[config.mk]
export PLATFORM = sky130hd
export DESIGN_NAME = mdio_master
export DESIGN_NICKNAME = d
export VERILOG_FILES = /design/src/rtl/mdio_master.sv
export SDC_FILE = /design/constraint.sdc
export NUM_CORES = 1
export LEC_CHECK = 0
export ABC_AREA = 1
export BUFFER_PORTS_ARGS = -buffer_cell sky130_fd_sc_hd__buf_2
export CAP_MARGIN = 40
export CORE_MARGIN = 2
export CORE_UTILIZATION = 49
export CTS_CLUSTER_SIZE = 28
export DETAILED_ROUTE_END_ITERATION = 12
export PLACE_DENSITY = 0.86
export SLEW_MARGIN = 20
export SYNTH_ARGS = -nofsm -noshare
export SYNTH_HDL_FRONTEND = slang
export SYNTH_SLANG_ARGS = --single-unit
[constraint.sdc]
create_clock -name clk -period 2.5 [get_ports clk]
set_input_delay 0.5 -clock clk [delete_from_list [all_inputs] [get_ports clk]]
set_output_delay 0.5 -clock clk [all_outputs]
set_load 0.02 [all_outputs]
[src/rtl/mdio_master.sv]
// mdio_master: Clause-22 MDIO station-management master.
// Generates MDC from clk, shifts out a 32-bit preamble plus the 32-bit frame
// word MSB first, and for read frames releases the line at turnaround and
// captures 16 data bits from mdio_in.
module mdio_master #(
  parameter int CLK_DIV = 2
) (
  input  logic        clk,
  input  logic        reset,
  input  logic        mdio_start,
  input  logic [31:0] t_data,
  input  logic        mdio_in,
  output logic        mdc,
  output logic        mdio_out,
  output logic        mdio_oe,
  output logic        busy,
  output logic        mdio_done,
  output logic [15:0] rd_data
);

  localparam logic [2:0] ST_IDLE  = 3'd0;
  localparam logic [2:0] ST_PRE   = 3'd1;
  localparam logic [2:0] ST_FRAME = 3'd2;
  localparam logic [2:0] ST_TA    = 3'd3;
  localparam logic [2:0] ST_RD    = 3'd4;

  localparam int               DIV_W    = (CLK_DIV > 1) ? $clog2(CLK_DIV) : 1;
  localparam logic [DIV_W-1:0] DIV_LAST = DIV_W'(CLK_DIV - 1);

  localparam logic [5:0] BIT_FRAME = 6'd32;
  localparam logic [5:0] BIT_TA    = 6'd46;
  localparam logic [5:0] BIT_RD    = 6'd48;
  localparam logic [5:0] BIT_LAST  = 6'd63;

  logic [2:0]       state_q, state_d;
  logic [DIV_W-1:0] div_q, div_d;
  logic [5:0]       bit_q, bit_d;
  logic             mdc_q, mdc_d;
  logic             out_q, out_d;
  logic             oe_q, oe_d;
  logic             done_q, done_d;
  logic [15:0]      rd_q, rd_d;
  logic [31:0]      frame_q, frame_d;
  logic [15:0]      shift_q, shift_d;

  logic             is_rd;
  logic [5:0]       bit_nx;

  // OP == 10 is the only read opcode; everything else is sent as a write.
  assign is_rd  = (frame_q[29:28] == 2'b10);
  assign bit_nx = bit_q + 6'd1;

  function automatic logic [2:0] state_for_bit(input logic [5:0] b, input logic rd);
    if (b < BIT_FRAME)      return ST_PRE;
    if (rd && (b >= BIT_RD)) return ST_RD;
    if (rd && (b >= BIT_TA)) return ST_TA;
    return ST_FRAME;
  endfunction

  // Bits 32..63 map to frame[63-b], which for b in 32..63 is frame[~b[4:0]].
  function automatic logic drive_for_bit(input logic [5:0] b, input logic rd,
                                         input logic [31:0] f);
    if (b < BIT_FRAME)       return 1'b1;
    if (rd && (b >= BIT_TA)) return 1'b0;
    return f[~b[4:0]];
  endfunction

  function automatic logic oe_for_bit(input logic [5:0] b, input logic rd);
    return !(rd && (b >= BIT_TA));
  endfunction

  // Next-state logic: divider, bit counter, line drive and read capture.
  always_comb begin
    state_d = state_q;
    div_d   = div_q;
    bit_d   = bit_q;
    mdc_d   = mdc_q;
    out_d   = out_q;
    oe_d    = oe_q;
    done_d  = 1'b0;
    rd_d    = rd_q;
    frame_d = frame_q;
    shift_d = shift_q;

    if (state_q == ST_IDLE) begin
      mdc_d = 1'b0;
      if (mdio_start) begin
        frame_d = t_data;
        state_d = ST_PRE;
        div_d   = '0;
        bit_d   = '0;
        out_d   = 1'b1;
        oe_d    = 1'b1;
      end
    end else if (div_q == DIV_LAST) begin
      div_d = '0;
      if (!mdc_q) begin
        // Rising MDC: the PHY side has held mdio_in for the whole low phase.
        mdc_d = 1'b1;
        if (state_q == ST_RD) begin
          shift_d = {shift_q[14:0], mdio_in};
        end
      end else begin
        // Falling MDC is the bit boundary; drive only changes here.
        mdc_d = 1'b0;
        if (bit_q == BIT_LAST) begin
          state_d = ST_IDLE;
          out_d   = 1'b0;
          oe_d    = 1'b0;
          done_d  = 1'b1;
          if (is_rd) begin
            rd_d = shift_q;
          end
        end else begin
          bit_d   = bit_nx;
          state_d = state_for_bit(bit_nx, is_rd);
          out_d   = drive_for_bit(bit_nx, is_rd, frame_q);
          oe_d    = oe_for_bit(bit_nx, is_rd);
        end
      end
    end else begin
      div_d = div_q + 1'b1;
    end
  end

  // Control and output registers; reset aborts any frame in progress.
  always_ff @(posedge clk) begin
    if (!reset) begin
      state_q <= ST_IDLE;
      div_q   <= '0;
      bit_q   <= '0;
      mdc_q   <= 1'b0;
      out_q   <= 1'b0;
      oe_q    <= 1'b0;
      done_q  <= 1'b0;
      rd_q    <= 16'h0000;
    end else begin
      state_q <= state_d;
      div_q   <= div_d;
      bit_q   <= bit_d;
      mdc_q   <= mdc_d;
      out_q   <= out_d;
      oe_q    <= oe_d;
      done_q  <= done_d;
      rd_q    <= rd_d;
    end
  end

  // Frame word and read shift register carry data only, no reset needed.
  always_ff @(posedge clk) begin
    frame_q <= frame_d;
    shift_q <= shift_d;
  end

  assign mdc       = mdc_q;
  assign mdio_out  = out_q;
  assign mdio_oe   = oe_q;
  assign busy      = (state_q != ST_IDLE);
  assign mdio_done = done_q;
  assign rd_data   = rd_q;

endmodule

==> results.cfg <==
[setup_path]
critPathKind = register to register
cp-start-kind = register
crit_fanout = 17
r2r_end = mdio_out
r2r-start = state_q[0]
r2r_setup_slack_ps = 620
cp-end-kind = register
ff2ff_path_depth = 8
critPathArrivalTime_ps = 2150
critPathRequiredTime_ps = 2770

[timing]
holdWs_ps = 327
slew_headroom = 0.594
setup_viol = 0
maxSlewViolCount = 0
hold_viol_final = 0
setup_tns_ps = 0
worst_slack_ps = 620
fmax_mhz = 532
rsz0062_at_grt = false
layout_min_cycle_time_ps = 1880
skew_ps = 8.72
tightest_slew_ps = 602
period_share = 0.752

[min_path]
min_from = t_data[7]
min_to = frame_q[7]
hold_class = input pin to register
hold_depth = 1

[floorplan]
start_util = 0.512
fp-row-count = 28
die_h_um = 82.9
die_x_um = 82.9
fp.dieArea_um2 = 6870
io_pins = 57
coreArea_um2 = 5960

[logic_synthesis]
synth_edf_count = 48
ys_ff_latch = 78
synth_top_area_frac = 0.472
async_flop_share = 0
syn-num-nets = 335
synth_cells = 298
avgSynthCellArea_um2 = 10.2
synth.most_common_cell = nand2_1
synth_area_um2 = 3050
synthTopCellsByArea = edfxtp_1 (47%), dfxtp_1 (20%), nand2_1 (8.4%)
yosysUniqueCellTypes = 29
ys.flop_type = edfxtp_1
synth_common_cells = nand2_1 (68), edfxtp_1 (48), nor2_1 (42), nand3_1 (34), dfxtp_1 (30)
synth_sequential_area_ratio = 0.669
yosys_warnings = 0
yosys.area.top_type = edfxtp_1

[power_and_ir_drop]
power_leakage_nw = 1.58
irDropWorstVdd_v = 0.000455
p_per_area_nw_per_um2 = 704
power_mw = 2.56

[global_routing]
track_usage = 0.180
grt_pass1_wl_um = 9760
grt_overflow = 0
grt_max_degree = 22
first_global_vias = 2135
grt_antenna_before_repair = 0

[place]
placed_cell_area_um2 = 3420
port_buffers = 56
gp_congestion = 0.873
pre_cts_ws_ps = 644
dpl.hpwl_um = 4060

[detailed_routing]
wl_per_cell_um = 13.6
firstDrtPassIters = 5
drt_iter0_drc = 206
drc_errors = 0
wl_um = 6000
via_per_inst = 5.27
final_antenna_net_count = 0
dr_total_vias = 2322

[clock_network]
cts_tree = built
cts_resized = 0
cts_hold_buf = 0
clk_latency_ps = 340
path_clk_slew_ps = 80
post-cts-setup-buffers = 0
cts_buffer_depth = 2
cts-root-buf = clkbuf_8
cts-buffers-inserted = 9
h-tree-depth = 3
cts_sinks = 78

[cells_and_area]
diodes = 0
stdcell_area_um2 = 3640
drive_gt1_frac = 0.240
area_delta_synth_final_pct = 19.4
nNetsFinal = 398

[flow_run]
drv_cap = 0

[outcome]
status = complete, no violations
## state kept, by name, summed over array words and instances (netlist names)
name	count
mdio_oe	1
mdio_done	1
mdio_out	1
state_q	3
div_q	1
mdc	1
frame_q	32
shift_q	16
bit_q	6
rd_data	16
## power by group
| part | switching [mW] | internal (mW) |
|---|---|---|
| Combinational | 0.0771 | 0.0461 |
| Clock | 0.458 | 0.558 |
| Sequential | 0.0162 | 1.41 |
## per-layer routing
layer,GRT usage,vias to the layer above,part of all wire
li1,-,1131,-
met1,0.223,1080,0.43
met2,0.284,98,0.49
met3,0.0497,13,0.060
met4,0.0999,0,0.026
met5,0,-,0
## cells in the final DEF (no fill, tap or decap), types with 5 or more instances in the layout
cell type and n:
edfxtp_1 48, nor2_1 42, buf_2 56, inv_1 16, a21oi_1 11, dfxtp_1 30, o21ai_0 16, buf_4 5
nand2_1 68, nand3_1 34, clkbuf_8 10
## how the worst max path moves through the flow
| stage | cells after the start | end | slack, ps | from |
|---|---|---|---|---|
| 5_1_grt | 9 | rd_data[8] | 470 | bit_q[1] |
| 6_report | 8 | mdio_out | 620 | state_q[0] |
| 3_3_place_gp | 8 | mdio_out | 680 | mdio_start |
| 2_1_floorplan | 1 | shift_q[0] | 40 | mdc |
| 3_5_place_dp | 9 | rd_data[10] | 640 | bit_q[1] |
| 4_1_cts | 8 | mdio_out | 640 | state_q[0] |
## final cells by class
type,count,area (um2)
flip-flops and latches,78,2040
fillers,477,2310
repair buffers,61,318
inverters,20,75.1
well taps,75,93.8
multi-input cells,191,888
clock inverters,5,63.8
clock buffers,11,163
## worst max-delay path, stage by stage, from the launching register on
cell	delay, ps
dfxtp_1	360
nor2_1	150
nand2_2	140
nor2_2	270
buf_4	310
nor2_1	150
a21oi_1	190
nand3_1	100
a21oi_1	140
## metrics by stage
stage                     instances  utilization
final                           441        0.612
after global placement          425        0.574
after detailed placement        425        0.574
after global routing            441        0.612
after floorplan                 298            -
after CTS                       441        0.612
## cell families after synthesis
group / after synthesis / share of synthesized area
simple gates: 157 / 0.228
flops: 78 / 0.669
compound gates: 32 / 0.0541
buf+inv: 29 / 0.0418
xor+xnor: 1 / 0.00287
fa+ha+maj: 1 / 0.00410
Power figures use the tool's default switching activity.
